<file path="src/rtl/bus_arb_pkg.sv">
// rtl/bus_arb_pkg.sv - shared types, constants and arbitration function for bus_arbiter
package bus_arb_pkg;

  localparam int ADDR_W = 64;
  localparam int DATA_W = 64;
  localparam int STRB_W = 8;

  localparam logic M_CPU = 1'b0;
  localparam logic M_EXT = 1'b1;

  typedef enum logic [1:0] {
    IDLE = 2'b00,
    GNT0 = 2'b01,
    GNT1 = 2'b10
  } arb_state_t;

  // Round-robin choice: a lone requester wins; on a tie the master that was
  // not granted last wins; no requester returns to IDLE.
  function automatic arb_state_t pick(input logic r0, input logic r1, input logic last_gnt);
    arb_state_t nxt;
    nxt = IDLE;
    if (r0 && r1) begin
      nxt = (last_gnt == M_CPU) ? GNT1 : GNT0;
    end else if (r0) begin
      nxt = GNT0;
    end else if (r1) begin
      nxt = GNT1;
    end
    return nxt;
  endfunction

endpackage

</file>
<file path="src/rtl/bus_arbiter_if.sv">
// rtl/bus_arbiter_if.sv - two-master request/grant bundle plus the shared slave access port
interface bus_arbiter_if;
  import bus_arb_pkg::*;

  logic              m0_req;
  logic              m0_lock;
  logic              m0_wr;
  logic [STRB_W-1:0] m0_bytes;
  logic [ADDR_W-1:0] m0_addr;
  logic [DATA_W-1:0] m0_wdata;
  logic              m0_gnt;
  logic [DATA_W-1:0] m0_rdata;
  logic              m0_error;

  logic              m1_req;
  logic              m1_lock;
  logic              m1_wr;
  logic [STRB_W-1:0] m1_bytes;
  logic [ADDR_W-1:0] m1_addr;
  logic [DATA_W-1:0] m1_wdata;
  logic              m1_gnt;
  logic [DATA_W-1:0] m1_rdata;
  logic              m1_error;

  logic              s_en;
  logic              s_wr;
  logic [STRB_W-1:0] s_bytes;
  logic [ADDR_W-1:0] s_addr;
  logic [DATA_W-1:0] s_wdata;
  logic [DATA_W-1:0] s_rdata;
  logic              s_error;

  // Master side: the two masters and the downstream bus that answers them.
  modport master (
    output m0_req, m0_lock, m0_wr, m0_bytes, m0_addr, m0_wdata,
    input  m0_gnt, m0_rdata, m0_error,
    output m1_req, m1_lock, m1_wr, m1_bytes, m1_addr, m1_wdata,
    input  m1_gnt, m1_rdata, m1_error,
    input  s_en, s_wr, s_bytes, s_addr, s_wdata,
    output s_rdata, s_error
  );

  // Slave side: the arbiter itself.
  modport slave (
    input  m0_req, m0_lock, m0_wr, m0_bytes, m0_addr, m0_wdata,
    output m0_gnt, m0_rdata, m0_error,
    input  m1_req, m1_lock, m1_wr, m1_bytes, m1_addr, m1_wdata,
    output m1_gnt, m1_rdata, m1_error,
    output s_en, s_wr, s_bytes, s_addr, s_wdata,
    input  s_rdata, s_error
  );

endinterface

</file>
<file path="src/rtl/arb_hold_cnt.sv">
// rtl/arb_hold_cnt.sv - 8-bit saturating locked-beat counter with MAX_HOLD limit compare
module arb_hold_cnt #(
  parameter int MAX_HOLD = 16
) (
  input  logic clk,
  input  logic rstn,
  input  logic inc,
  input  logic clr,
  output logic at_max
);

  localparam logic [7:0] LIMIT = 8'(MAX_HOLD - 1);

  logic [7:0] cnt_q;

  // Count locked beats of the current grant; saturate rather than wrap.
  always_ff @(posedge clk or negedge rstn) begin
    if (!rstn) begin
      cnt_q <= 8'd0;
    end else if (clr) begin
      cnt_q <= 8'd0;
    end else if (inc && (cnt_q != 8'hFF)) begin
      cnt_q <= cnt_q + 8'd1;
    end
  end

  assign at_max = (cnt_q == LIMIT);

endmodule

</file>
<file path="src/rtl/bus_arbiter.sv">
// rtl/bus_arbiter.sv - two-master round-robin arbiter with locked bursts; ARB_LOCK_TIMEOUT_EN enables forced lock release
module bus_arbiter
  import bus_arb_pkg::*;
#(
  parameter int MAX_HOLD = 16
) (
  input  logic          clk,
  input  logic          rstn,
  bus_arbiter_if.slave  bus_if,
  output logic          arb_timeout
);

  if ((MAX_HOLD < 2) || (MAX_HOLD > 255)) begin : g_bad_max_hold
    $error("bus_arbiter: MAX_HOLD must be within 2..255");
  end

  arb_state_t state_q, state_d;
  logic       last_q, last_d;
  logic       beat0, beat1;
  logic       force_rel;

  // Grants are decoded straight from the state register, so they are glitch-free.
  assign bus_if.m0_gnt = (state_q == GNT0);
  assign bus_if.m1_gnt = (state_q == GNT1);

  assign beat0 = bus_if.m0_gnt && bus_if.m0_req;
  assign beat1 = bus_if.m1_gnt && bus_if.m1_req;

`ifdef ARB_LOCK_TIMEOUT_EN
  logic hold_inc;
  logic hold_at_max;
  logic timeout_q;

  // A lock is overridden only when it is actually being asserted on a beat,
  // the limit is reached and the other master is waiting.
  assign force_rel = hold_at_max &&
                     ((beat0 && bus_if.m0_lock && bus_if.m1_req) ||
                      (beat1 && bus_if.m1_lock && bus_if.m0_req));
  assign hold_inc  = ((beat0 && bus_if.m0_lock) || (beat1 && bus_if.m1_lock)) && !force_rel;

  arb_hold_cnt #(
    .MAX_HOLD (MAX_HOLD)
  ) u_hold_cnt (
    .clk    (clk),
    .rstn   (rstn),
    .inc    (hold_inc),
    .clr    (!hold_inc),
    .at_max (hold_at_max)
  );

  // Timeout pulse lands in the first cycle of the new grant.
  always_ff @(posedge clk or negedge rstn) begin
    if (!rstn) begin
      timeout_q <= 1'b0;
    end else begin
      timeout_q <= force_rel;
    end
  end

  assign arb_timeout = timeout_q;
`else
  assign force_rel   = 1'b0;
  assign arb_timeout = 1'b0;
`endif

  // State and round-robin history registers.
  always_ff @(posedge clk or negedge rstn) begin
    if (!rstn) begin
      state_q <= IDLE;
      last_q  <= M_EXT;
    end else begin
      state_q <= state_d;
      last_q  <= last_d;
    end
  end

  // Next grant: hold while a locked beat runs, otherwise re-arbitrate.
  always_comb begin
    state_d = state_q;
    case (state_q)
      IDLE: state_d = pick(bus_if.m0_req, bus_if.m1_req, last_q);
      GNT0: begin
        if (beat0 && bus_if.m0_lock && !force_rel) begin
          state_d = GNT0;
        end else begin
          state_d = pick(bus_if.m0_req, bus_if.m1_req, last_q);
        end
      end
      GNT1: begin
        if (beat1 && bus_if.m1_lock && !force_rel) begin
          state_d = GNT1;
        end else begin
          state_d = pick(bus_if.m0_req, bus_if.m1_req, last_q);
        end
      end
      default: state_d = IDLE;
    endcase
  end

  // Remember whoever receives the next grant.
  always_comb begin
    last_d = last_q;
    if (state_d == GNT0) begin
      last_d = M_CPU;
    end else if (state_d == GNT1) begin
      last_d = M_EXT;
    end
  end

  // Slave port carries the beating master's fields, zero otherwise.
  always_comb begin
    bus_if.s_en    = 1'b0;
    bus_if.s_wr    = 1'b0;
    bus_if.s_bytes = '0;
    bus_if.s_addr  = '0;
    bus_if.s_wdata = '0;
    if (beat0) begin
      bus_if.s_en    = 1'b1;
      bus_if.s_wr    = bus_if.m0_wr;
      bus_if.s_bytes = bus_if.m0_bytes;
      bus_if.s_addr  = bus_if.m0_addr;
      bus_if.s_wdata = bus_if.m0_wdata;
    end else if (beat1) begin
      bus_if.s_en    = 1'b1;
      bus_if.s_wr    = bus_if.m1_wr;
      bus_if.s_bytes = bus_if.m1_bytes;
      bus_if.s_addr  = bus_if.m1_addr;
      bus_if.s_wdata = bus_if.m1_wdata;
    end
  end

  assign bus_if.m0_rdata = bus_if.m0_gnt ? bus_if.s_rdata : '0;
  assign bus_if.m1_rdata = bus_if.m1_gnt ? bus_if.s_rdata : '0;
  assign bus_if.m0_error = bus_if.m0_gnt && bus_if.s_error;
  assign bus_if.m1_error = bus_if.m1_gnt && bus_if.s_error;

endmodule

</file>
<file path="src/flat_wrapper.sv">
// flat-port wrapper written by rule: the top's interface ports become plain ports
module bus_arbiter_flat import bus_arb_pkg::*;
#(
  parameter int MAX_HOLD = 16
)
  (clk, rstn, arb_timeout, bus_if_m0_req, bus_if_m0_lock, bus_if_m0_wr, bus_if_m0_bytes, bus_if_m0_addr, bus_if_m0_wdata, bus_if_m0_gnt, bus_if_m0_rdata, bus_if_m0_error, bus_if_m1_req, bus_if_m1_lock, bus_if_m1_wr, bus_if_m1_bytes, bus_if_m1_addr, bus_if_m1_wdata, bus_if_m1_gnt, bus_if_m1_rdata, bus_if_m1_error, bus_if_s_en, bus_if_s_wr, bus_if_s_bytes, bus_if_s_addr, bus_if_s_wdata, bus_if_s_rdata, bus_if_s_error);
  bus_arbiter_if bus_if_i ();
  input  logic clk;
  input  logic rstn;
  output logic arb_timeout;
  input wire logic [$bits(bus_if_i.m0_req)-1:0] bus_if_m0_req;
  input wire logic [$bits(bus_if_i.m0_lock)-1:0] bus_if_m0_lock;
  input wire logic [$bits(bus_if_i.m0_wr)-1:0] bus_if_m0_wr;
  input wire logic [$bits(bus_if_i.m0_bytes)-1:0] bus_if_m0_bytes;
  input wire logic [$bits(bus_if_i.m0_addr)-1:0] bus_if_m0_addr;
  input wire logic [$bits(bus_if_i.m0_wdata)-1:0] bus_if_m0_wdata;
  output wire logic [$bits(bus_if_i.m0_gnt)-1:0] bus_if_m0_gnt;
  output wire logic [$bits(bus_if_i.m0_rdata)-1:0] bus_if_m0_rdata;
  output wire logic [$bits(bus_if_i.m0_error)-1:0] bus_if_m0_error;
  input wire logic [$bits(bus_if_i.m1_req)-1:0] bus_if_m1_req;
  input wire logic [$bits(bus_if_i.m1_lock)-1:0] bus_if_m1_lock;
  input wire logic [$bits(bus_if_i.m1_wr)-1:0] bus_if_m1_wr;
  input wire logic [$bits(bus_if_i.m1_bytes)-1:0] bus_if_m1_bytes;
  input wire logic [$bits(bus_if_i.m1_addr)-1:0] bus_if_m1_addr;
  input wire logic [$bits(bus_if_i.m1_wdata)-1:0] bus_if_m1_wdata;
  output wire logic [$bits(bus_if_i.m1_gnt)-1:0] bus_if_m1_gnt;
  output wire logic [$bits(bus_if_i.m1_rdata)-1:0] bus_if_m1_rdata;
  output wire logic [$bits(bus_if_i.m1_error)-1:0] bus_if_m1_error;
  output wire logic [$bits(bus_if_i.s_en)-1:0] bus_if_s_en;
  output wire logic [$bits(bus_if_i.s_wr)-1:0] bus_if_s_wr;
  output wire logic [$bits(bus_if_i.s_bytes)-1:0] bus_if_s_bytes;
  output wire logic [$bits(bus_if_i.s_addr)-1:0] bus_if_s_addr;
  output wire logic [$bits(bus_if_i.s_wdata)-1:0] bus_if_s_wdata;
  input wire logic [$bits(bus_if_i.s_rdata)-1:0] bus_if_s_rdata;
  input wire logic [$bits(bus_if_i.s_error)-1:0] bus_if_s_error;
  assign bus_if_i.m0_req = bus_if_m0_req;
  assign bus_if_i.m0_lock = bus_if_m0_lock;
  assign bus_if_i.m0_wr = bus_if_m0_wr;
  assign bus_if_i.m0_bytes = bus_if_m0_bytes;
  assign bus_if_i.m0_addr = bus_if_m0_addr;
  assign bus_if_i.m0_wdata = bus_if_m0_wdata;
  assign bus_if_m0_gnt = bus_if_i.m0_gnt;
  assign bus_if_m0_rdata = bus_if_i.m0_rdata;
  assign bus_if_m0_error = bus_if_i.m0_error;
  assign bus_if_i.m1_req = bus_if_m1_req;
  assign bus_if_i.m1_lock = bus_if_m1_lock;
  assign bus_if_i.m1_wr = bus_if_m1_wr;
  assign bus_if_i.m1_bytes = bus_if_m1_bytes;
  assign bus_if_i.m1_addr = bus_if_m1_addr;
  assign bus_if_i.m1_wdata = bus_if_m1_wdata;
  assign bus_if_m1_gnt = bus_if_i.m1_gnt;
  assign bus_if_m1_rdata = bus_if_i.m1_rdata;
  assign bus_if_m1_error = bus_if_i.m1_error;
  assign bus_if_s_en = bus_if_i.s_en;
  assign bus_if_s_wr = bus_if_i.s_wr;
  assign bus_if_s_bytes = bus_if_i.s_bytes;
  assign bus_if_s_addr = bus_if_i.s_addr;
  assign bus_if_s_wdata = bus_if_i.s_wdata;
  assign bus_if_i.s_rdata = bus_if_s_rdata;
  assign bus_if_i.s_error = bus_if_s_error;
  bus_arbiter #(.MAX_HOLD(MAX_HOLD)) u_core (.clk(clk), .rstn(rstn), .bus_if(bus_if_i), .arb_timeout(arb_timeout));
endmodule
</file>
<file path="config.mk">
export PLATFORM = sky130hd
export DESIGN_NAME = bus_arbiter_flat
export DESIGN_NICKNAME = d
export VERILOG_FILES = /design/src/rtl/bus_arb_pkg.sv /design/src/rtl/bus_arbiter_if.sv /design/src/rtl/arb_hold_cnt.sv /design/src/rtl/bus_arbiter.sv /design/src/flat_wrapper.sv
export SDC_FILE = /design/constraint.sdc
export NUM_CORES = 1
export LEC_CHECK = 0
export CAP_MARGIN = 20
export CORE_AREA = 2 2 237 239
export CTS_CLUSTER_SIZE = 10
export DETAILED_ROUTE_END_ITERATION = 8
export DIE_AREA = 0 0 239 241
export PLACE_DENSITY_LB_ADDON = 0.2
export SLEW_MARGIN = 20
export SYNTH_ARGS = -nofsm -noshare
export SYNTH_HDL_FRONTEND = slang
export SYNTH_SLANG_ARGS = --single-unit
</file>
<file path="constraint.sdc">
create_clock -name clk -period 3.3 [get_ports clk]
set_input_delay 0.66 -clock clk [delete_from_list [all_inputs] [get_ports clk]]
set_output_delay 0.66 -clock clk [all_outputs]
set_load 0.05 [all_outputs]
</file>
==> metrics.cfg, run 1 <==
[clock_network]
cts_resized = 0
cts_sinks = 3
postCtsHoldBufs = 0
cts_tree = done
cts_root_buffer = clkbuf_16
clk_latency_ps = 220
cts.htree.levels = 1
cts_buffer_depth = 2
path_clk_slew_ps = 30
postCtsSetupRepairBufs = 0
cts-buffers-inserted = 3

[die]
die-width_um = 239
fp-row-count = 86
initial_core_util_pct = 4.58
coreArea_um2 = 54900
floorplan.die_area_um2 = 57600
ios = 616
die_y_um = 241

[global_route]
grt_pass1_vias = 5475
gr-total-overflow = 0
grt_pass1_wl_mm = 50.1
grtUsageTotal_pct = 13.0
grt_max_degree = 67
antenna_found_initial = 21

[synth]
synthSimpleGateAreaFrac_pct = 35.3
async_reset_ff_share_pct = 100
avgSynthCellArea_um2 = 7.48
synth-edff-count = 0
synthDistinctLibCells = 24
synth_compound_area_share_pct = 49.1
synth_area_um2 = 2510
synthMuxAreaShare_pct = 0.398
synthCells = 336
yosys.area.top_type = a22o_1
ys_seq_area_share_pct = 3.03
synth_top_area_share_pct = 47.7
ys.flop_type = dfrtp_1
yosys_warnings = 0
ys_ff_latch = 3
ys_top_cells_by_area = a22o_1, and2_1, buf_6
synth_top_family_by_area = compound AO/OA/AOI/OAI gates
syn-num-nets = 682
synthAdderAreaFrac_pct = 0.498
synth-xor-area-share_pct = 0

[route]
drtAntennaViolNets = 0
drt_iter0_drc = 137
vias = 5292
vias_per_cell = 3.22
first_pass_iters = 4
wl_per_cell_um = 24.3
drc = 0
finalWirelength_mm = 39.9

[status]
status = complete, no violations

[timing]
fin_crit_sh_pct = 93.0
fin_tns_setup_ps = 0
finalSetupViolCount = 0
fin_ws_ps = 231
slew_headroom_pct = 64.7
period_minus_slack_ps = 3070
timing.fmax_ghz = 0.326
hold_violations = 0
drv_slew = 0
tightest_slew_ps = 528
clock-skew-final_ps = 2.96
rsz0062_at_grt = no

[worst_setup_path]
setup.worst_path.end_class = output pin
crit_arrival_ps = 2410
start_kind = input pin
cp_max_fo = 29
max_stage_delay_ps = 560
crit_required_ps = 2640
crit_path_cell_trace = clkdlybuf4s50_1 > and3b_4 > buf_12 > buf_12 > a22o_1 > buf_12
path_class = in2out
regToRegSetupSlack_ps = 1560
crit_slowest_cell = clkdlybuf4s50_1
cp_common_cell = buf_12

[placement]
gp_congestion = 0.800
placed_cells = 1634
port_buffers = 614
preCtsSetupSlack_ps = 237
post-dp-hpwl_mm = 36.1

[layout]
final_cell_count_no_fill = 1643
drive_gt1_share_pct = 26.8
area_delta_synth_final_pct = 364
nFillCells = 5970
layout.nets = 1281

[power_and_ir_drop]
power.leakage_nw = 4.47
power_mw = 5.12
power_switching_mw = 2.70
power_frac_comb_pct = 94.9
netSwitchingFraction_pct = 52.7
p_int_mw = 2.42
peakVddDrop_mv = 0.201
power.density_nw_per_um2 = 439
pwr-share-seq_pct = 1.4
pwr-share-clk_pct = 3.8

[worst_hold_path]
min_path_type = reg2reg

[run]
cap_violations = 0

## worst max-delay path: cells and delay by family
family | cells | cell delay (ps)
buffers and inverters | 4 | 1170
AOI/OAI and AO/OA | 1 | 290
and+or+nand+nor | 1 | 260
## power groups by stage
stage / Combinational (mW) / Sequential [mW] / Clock [mW]
after floorplan: 2.27 / 0.0624 / 0
after global placement: 4.95 / 0.0699 / 0
after detailed placement: 4.92 / 0.0699 / 0
after CTS: 4.95 / 0.0700 / 0.194
after global routing: 5.04 / 0.0730 / 0.200
final: 4.86 / 0.0702 / 0.193
## sequential cells by signal, indices dropped and copies added (netlist names)
| signal | cells |
|---|---|
| u_core.state_q | 2 |
| u_core.last_q | 1 |
## cells in the mapped netlist, types with 2 or more instances
master,n
buf_2,18
and3b_1,2
inv_1,2
and2_1,130
clkbuf_1,15
buf_6,11
dfrtp_1,2
a22o_1,137
nor2b_1,3
nand3b_1,2
## layout make-up
| type | count | area, µm² | area share [%] |
|---|---|---|---|
| clock buffer | 4 | 78.8 | 0.676 |
| antenna | 5 | 12.5 | 0.107 |
| multi-input combinational | 285 | 2160 | 18.6 |
| timing repair buffer | 640 | 8440 | 72.4 |
| inverter | 2 | 7.51 | 0.0644 |
| tap | 704 | 881 | 7.55 |
| sequential | 3 | 76.3 | 0.655 |
## cell usage in the layout, fill, tap and decap left out, types with 2 or more instances in the layout
master	instances
nor2b_1	2
buf_12	211
dfrtp_1	2
clkbuf_16	3
a22o_1	137
diode_2	5
buf_4	31
clkdlybuf4s50_1	398
inv_1	2
and2_1	130
nand3b_1	2
and3b_4	2
## metal layers
| layer | vias to the layer above | GRT usage, % | wire length, µm |
|---|---|---|---|
| li1 | 2459 | - | - |
| met5 | - | 0 | 142 |
| met2 | 385 | 24.9 | 21000 |
| met4 | 26 | 2.08 | 566 |
| met3 | 44 | 5.68 | 4560 |
| met1 | 2378 | 13.0 | 13700 |
## cells by family after synthesis
| kind of cell | Yosys count |
|---|---|
| DFF | 3 |
| muxes | 1 |
| buffers and inverters | 48 |
| and+or+nand+nor | 141 |
| AOI/OAI and AO/OA | 141 |
| other | 1 |
| adders and majority gates | 1 |
## final timing paths
kind / startpoint / end / cells after the start
min in group asynchronous: rstn / u_core.state_q[0] / 1
worst min register to register: u_core.last_q / u_core.last_q / 2
worst max register to register: u_core.state_q[0] / u_core.last_q / 5
worst min-delay path: u_core.last_q / u_core.last_q / 2
worst max-delay path: bus_if_m1_req / bus_if_s_addr[45] / 6
max in group asynchronous: rstn / u_core.last_q / 1
## metrics by stage
step	area (µm²)	utilization (%)	hold slack [ps]
after floorplan	2510	-	364
after global placement	11600	21.1	483
after detailed placement	11600	21.1	487
after CTS	11600	21.2	493
after global routing	11600	21.2	504
final	11700	21.2	490
Note: power is estimated with default switching activity, not from simulation.
==> inputs of run 2 (changes only) <==
--- a/config.mk
+++ b/config.mk
@@ -11,6 +11,7 @@
 export DETAILED_ROUTE_END_ITERATION = 8
 export DIE_AREA = 0 0 239 241
 export PLACE_DENSITY_LB_ADDON = 0.2
+export REMOVE_ABC_BUFFERS = 1
 export SLEW_MARGIN = 20
 export SYNTH_ARGS = -nofsm -noshare
 export SYNTH_HDL_FRONTEND = slang
==> run 2 against run 1 <==
Global-route usage down 2.8 points. Sequential power down 2%. Flip-flop and latch count unchanged. First-iteration DRC count up 7.3%. Final cell count down 0.67%. Total power down 1.6%. Worst setup slack better by 36 ps. Register-to-register slack better by 180 ps. Sequential share of layout area about the same. Critical path type unchanged.
==> metrics.cfg, run 2 (same netlist as run 1, synthesis figures left out) <==
[status]
status = complete, no violations

[placement]
port_buffers = 614
post-dp-hpwl_mm = 29.4
preCtsSetupSlack_ps = 277
gp_congestion = 0.734

[layout]
drive_gt1_share_pct = 25.2
area_delta_synth_final_pct = 362
layout_commonest_cell = clkdlybuf4s50_1
layout.nets = 1272
reg_top3 = u_core.state_q: 2 flops, u_core.last_q: 1 flops
largest_register = u_core.state_q
largest_reg_flops = 2
final_cell_mix = clkdlybuf4s50_1, buf_12, a22o_1, and2_1, buf_4

[worst_setup_path]
path_class = in2out
setup.worst_path.end_class = output pin
rr_worst_depth = 4
r2r-start = u_core.state_q[0]
crit_required_ps = 2640
cp_max_fo = 33
crit_arrival_ps = 2370
crit_start = bus_if_m0_req
start_kind = input pin

[die]
die_y_um = 241
coreArea_um2 = 54900
floorplan.die_area_um2 = 57600
initial_core_util_pct = 4.58
ios = 616
die-width_um = 239
fp-row-count = 86

[route]
wl_met2_mm = 17.1
vias = 5200
drtAntennaViolNets = 0
wl_per_cell_um = 19.7
drt_iter0_drc = 147
finalWirelength_mm = 32.2
vias_per_cell = 3.19
drc = 0
met1_length_mm = 11.5
first_pass_iters = 4
routed.top_layer = met5
wl_met3_mm = 3.31

[power_and_ir_drop]
p_int_mw = 2.41
peakVddDrop_mv = 0.152
power_frac_comb_pct = 94.7
power.leakage_nw = 4.41
power_switching_mw = 2.63
pwr-share-seq_pct = 1.4
power.density_nw_per_um2 = 434
power_mw = 5.04
pwr-share-clk_pct = 3.9
netSwitchingFraction_pct = 52.2

[timing]
finalSetupViolCount = 0
clock-skew-final_ps = 3.40
period_minus_slack_ps = 3030
fin_ws_ps = 267
fin_tns_setup_ps = 0
hold_ws_ps = 492
fin_crit_sh_pct = 91.9
drv_slew = 0
timing.fmax_ghz = 0.330
hold_violations = 0
slew_headroom_pct = 63.6
rsz0062_at_grt = no
tightest_slew_ps = 544

[global_route]
grt_pass1_vias = 5232
gr-total-overflow = 0
grt_max_degree = 67
antenna_found_initial = 7
grtUsageTotal_pct = 10.2
grt_pass1_wl_mm = 41.6

[clock_network]
cts.htree.levels = 1
clk_latency_ps = 230
cts_tree = done
postCtsSetupRepairBufs = 0
cts-buffers-inserted = 3
postCtsHoldBufs = 0
cts_root_buffer = clkbuf_16
cts_resized = 0
cts_sinks = 3
path_clk_slew_ps = 30
cts_buffer_depth = 2

[worst_hold_path]
worstHoldStart = u_core.last_q
min_path_type = reg2reg
worst_hold_path.num_cells = 2

[run]
cap_violations = 0

run 2: critical path, stage by stage:
cell	delay, ps
clkdlybuf4s50_1	580
and3b_4	320
buf_12	210
buf_4	180
a22o_1	220
buf_12	160
run 2: cell type report:
cell class              count  area (µm²)
repair buffers            631        8410
flip-flops and latches      3        76.3
clock buffers               4        78.8
inverters                   2        7.51
multi-input cells         285        2160
diodes                      3        7.51
fillers                  6033       43300
well taps                 704         881
run 2: path summary, 6_finish.rpt:
| kind | slack [ps] | end |
|---|---|---|
| max | 270 | bus_if_s_wdata[27] |
| min | 490 | u_core.last_q |
| max reg2reg | 1740 | u_core.last_q |
| min reg2reg | 490 | u_core.last_q |
| max in group asynchronous | 2450 | u_core.last_q |
| min in group asynchronous | 620 | u_core.state_q[0] |
run 2: power by group through the flow:
| stage | logic, mW | clock network, mW | registers [mW] |
|---|---|---|---|
| 6_report | 4.77 | 0.197 | 0.0688 |
| 5_1_grt | 4.95 | 0.205 | 0.0710 |
| 4_1_cts | 4.85 | 0.202 | 0.0685 |
| 3_5_place_dp | 4.84 | 0 | 0.0687 |
| 3_3_place_gp | 4.84 | 0 | 0.0697 |
| 2_1_floorplan | 2.22 | 0 | 0.0624 |
run 2: stage by stage:
step                instance area (µm²)  utilization, %  std cells
floorplan                          2230               -        290
global placement                  11500            21.0       1625
detailed placement                11500            21.0       1625
CTS                               11600            21.2       1629
global route                      11600            21.2       1630
finish                            11600            21.2       1632
run 2: routing by layer:
metal  vias to the layer above  track usage, %
met3                        25            3.49
met2                       362            19.7
li1                       2437               -
met4                         8           0.985
met1                      2368            11.0
met5                         -               0
==> inputs of run 3 (changes only) <==
--- a/config.mk
+++ b/config.mk
@@ -5,12 +5,12 @@
 export SDC_FILE = /design/constraint.sdc
 export NUM_CORES = 1
 export LEC_CHECK = 0
+export ABC_AREA = 1
 export CAP_MARGIN = 20
-export CORE_AREA = 2 2 237 239
+export CORE_AREA = 2 2 240 242
 export CTS_CLUSTER_SIZE = 10
 export DETAILED_ROUTE_END_ITERATION = 8
-export DIE_AREA = 0 0 239 241
-export PLACE_DENSITY_LB_ADDON = 0.2
+export DIE_AREA = 0 0 242 244
 export REMOVE_ABC_BUFFERS = 1
 export SLEW_MARGIN = 20
 export SYNTH_ARGS = -nofsm -noshare
==> run 3 against run 2 <==
Non-clock buffer count is 1 lower. Combinational power increased by 25%. Critical endpoint is now bus_if_s_addr[54]. Clock skew decreased by 2.9 ps. Clock power is 3% lower. Synthesized cell count grew 100%. Largest cell class unchanged. Core utilization down 1.4 points. Fmax is 3.4% lower. Critical path depth grew 1. Count of clock-buffer cells in the layout is the same. Final area decreased by 4.3%.
==> metrics.cfg, run 3 <==
[synth]
async_reset_ff_share_pct = 100
synth-edff-count = 0
ys_ff_latch = 3
yosys.area.top_type = nand2_1
synthDistinctLibCells = 17
ys_seq_area_share_pct = 2.79
synthCells = 685
synth_area_um2 = 2730
yosys_warnings = 0
ys_top_cells_by_count = nand2_1, nor2_1, inv_1, buf_2, buf_4
avgSynthCellArea_um2 = 3.99
ys.flop_type = dfrtp_1
synth_top_area_share_pct = 57.7
ys_top_cells_by_area = nand2_1, nor2_1, inv_1
yosysMostFrequentCell = nand2_1

[timing]
drv_slew = 0
tightest_slew_ps = 562
rsz0062_at_grt = no
finalSetupViolCount = 0
clock-skew-final_ps = 0.479
timing.fmax_ghz = 0.318
period_minus_slack_ps = 3140
hold_violations = 0
slew_headroom_pct = 62.4
fin_crit_sh_pct = 95.1

[clock_network]
cts.htree.levels = 1
cts_tree = done
cts-buffers-inserted = 3
cts_sinks = 3
cts_buffer_depth = 2
cts_root_buffer = clkbuf_16
clk_latency_ps = 220
path_clk_slew_ps = 30
postCtsSetupRepairBufs = 0

[layout]
area_delta_synth_final_pct = 307
largest_reg_flops = 2
reg_top3 = u_core.state_q: 2 flops, u_core.last_q: 1 flops
largest_register = u_core.state_q
layout_commonest_cell = nand2_1
utilization_pct = 19.8
drive_gt1_share_pct = 18.0
layout.nets = 1621
final_cell_mix = nand2_1, clkdlybuf4s50_1, buf_12, nor2_1, buf_4

[power_and_ir_drop]
power.leakage_nw = 5.13
p_int_mw = 2.48
power_switching_mw = 3.76
power_mw = 6.25
netSwitchingFraction_pct = 60.2
pwr-share-clk_pct = 3.1
pwr-share-seq_pct = 1.2
peakVddDrop_mv = 0.290
power.density_nw_per_um2 = 562
power_frac_comb_pct = 95.8

[placement]
post-dp-hpwl_mm = 42.9
port_buffers = 614
gp_congestion = 0.845

[worst_setup_path]
cp_top_family = buffers and inverters
path_class = in2out
crit_arrival_ps = 2480
crit_required_ps = 2640
crit_path_cell_trace = clkdlybuf4s50_1 > inv_1 > nor2_4 > buf_12 > nand2_1 > nand2_1 > buf_12
start_kind = input pin
setup.worst_path.end_class = output pin
cp_num_buf_inv = 4
cp_max_fo = 62
crit_slowest_cell = clkdlybuf4s50_1
max_stage_delay_ps = 520

[route]
vias = 6458
vias_per_cell = 3.18
first_pass_iters = 4
finalWirelength_mm = 45.8
drc = 0
wl_per_cell_um = 22.6
drt_iter0_drc = 227
drtAntennaViolNets = 0

[global_route]
gr-total-overflow = 0
grtUsageTotal_pct = 14.7
grt_pass1_vias = 6690
top_usage_layer = met2
use_met3_pct = 3.20
grt_pass1_wl_mm = 59.3
grtUsageMet2_pct = 28.0
use_met1_pct = 16.9
grt_max_degree = 68
antenna_found_initial = 24

[die]
fp-row-count = 87
ios = 616
coreArea_um2 = 56200
die_y_um = 244
floorplan.die_area_um2 = 59000
die-width_um = 242
initial_core_util_pct = 4.87

[status]
status = complete, no violations

[run]
cap_violations = 0

[worst_hold_path]
min_path_type = reg2reg

==> run 3: cell count changes after synthesis, moves of 3 or more <==
cell	change
nand2_1	+419
a22o_1	-137
nor2_1	+133
and2_1	-130
inv_1	+69
buf_2	+12
buf_6	-11
clkbuf_1	-9
buf_4	+8
nor2b_1	-3
o21ai_0	+3
==> run 3: what timing repair did <==
item,in CTS,in global routing
resized for setup,0,1
endpoints found under the setup margin,0,1
hold buffers,0,0
==> run 3: through the flow <==
step                      cells  setup TNS (ps)  hold slack [ps]  setup slack (ps)  instance area [µm²]
after floorplan             640         -280900              364             -2030                 2490
after global placement     2025               0              492              13.1                11000
after detailed placement   2025               0              504              58.1                11000
after CTS                  2029               0              508              45.2                11100
after global routing       2030               0              534              20.5                11100
final                      2031               0              511               160                11100
==> run 3: final timing paths <==
kind / start / end / slack, ps / cells past startpoint
worst min-delay path: u_core.last_q / u_core.last_q / 510 / 2
worst max register to register: u_core.state_q[0] / u_core.last_q / 1360 / 10
worst min register to register: u_core.last_q / u_core.last_q / 510 / 2
max in group asynchronous: rstn / u_core.last_q / 2420 / 1
min in group asynchronous: rstn / u_core.state_q[1] / 640 / 1
worst max-delay path: bus_if_m1_req / bus_if_s_addr[54] / 160 / 7
==> run 3: worst register-to-register path, cell delays in order (launching register included) <==
cell     delay, ps
dfrtp_1        420
inv_2           70
nand2_2         50
buf_12         190
nor2_4         140
buf_12         250
o21ai_0        140
nand2_1        100
inv_1           50
ha_1           280
o21ai_0        180
==> run 3: cell families (layout without fill, tap and decap cells) <==
| group | after synthesis | after routing | synth area share, % |
|---|---|---|---|
| compound gates | 4 | 4 | 0.778 |
| fa+ha+maj | 1 | 1 | 0.458 |
| buf+inv | 118 | 707 | 18.8 |
| flops | 3 | 3 | 2.79 |
| other cells | 1 | 2 | 0.137 |
| simple gates | 558 | 558 | 77.0 |
==> run 3: cell type report <==
type / instances / area (µm²)
inverter: 73 / 274
sequential: 3 / 76.3
fill: 6388 / 45100
tap: 756 / 946
timing repair buffer: 630 / 7580
clock buffer: 4 / 78.8
antenna: 1 / 2.50
multi-input combinational: 564 / 2160
==> run 3: power groups by stage <==
stage	Clock (mW)	Sequential [mW]	Combinational, mW
final	0.191	0.0736	5.98
after global routing	0.200	0.0750	6.22
after CTS	0.193	0.0736	6.03
after floorplan	0	0.0692	2.99
after global placement	0	0.0742	6.02
after detailed placement	0	0.0739	6.02
==> run 3: routing by layer <==
| metal | routed length (µm) | part of all wire [%] |
|---|---|---|
| met1 | 18100 | 40 |
| met2 | 23800 | 52 |
| met3 | 2970 | 6.5 |
| met4 | 912 | 2.0 |
| met5 | 13 | 0.028 |
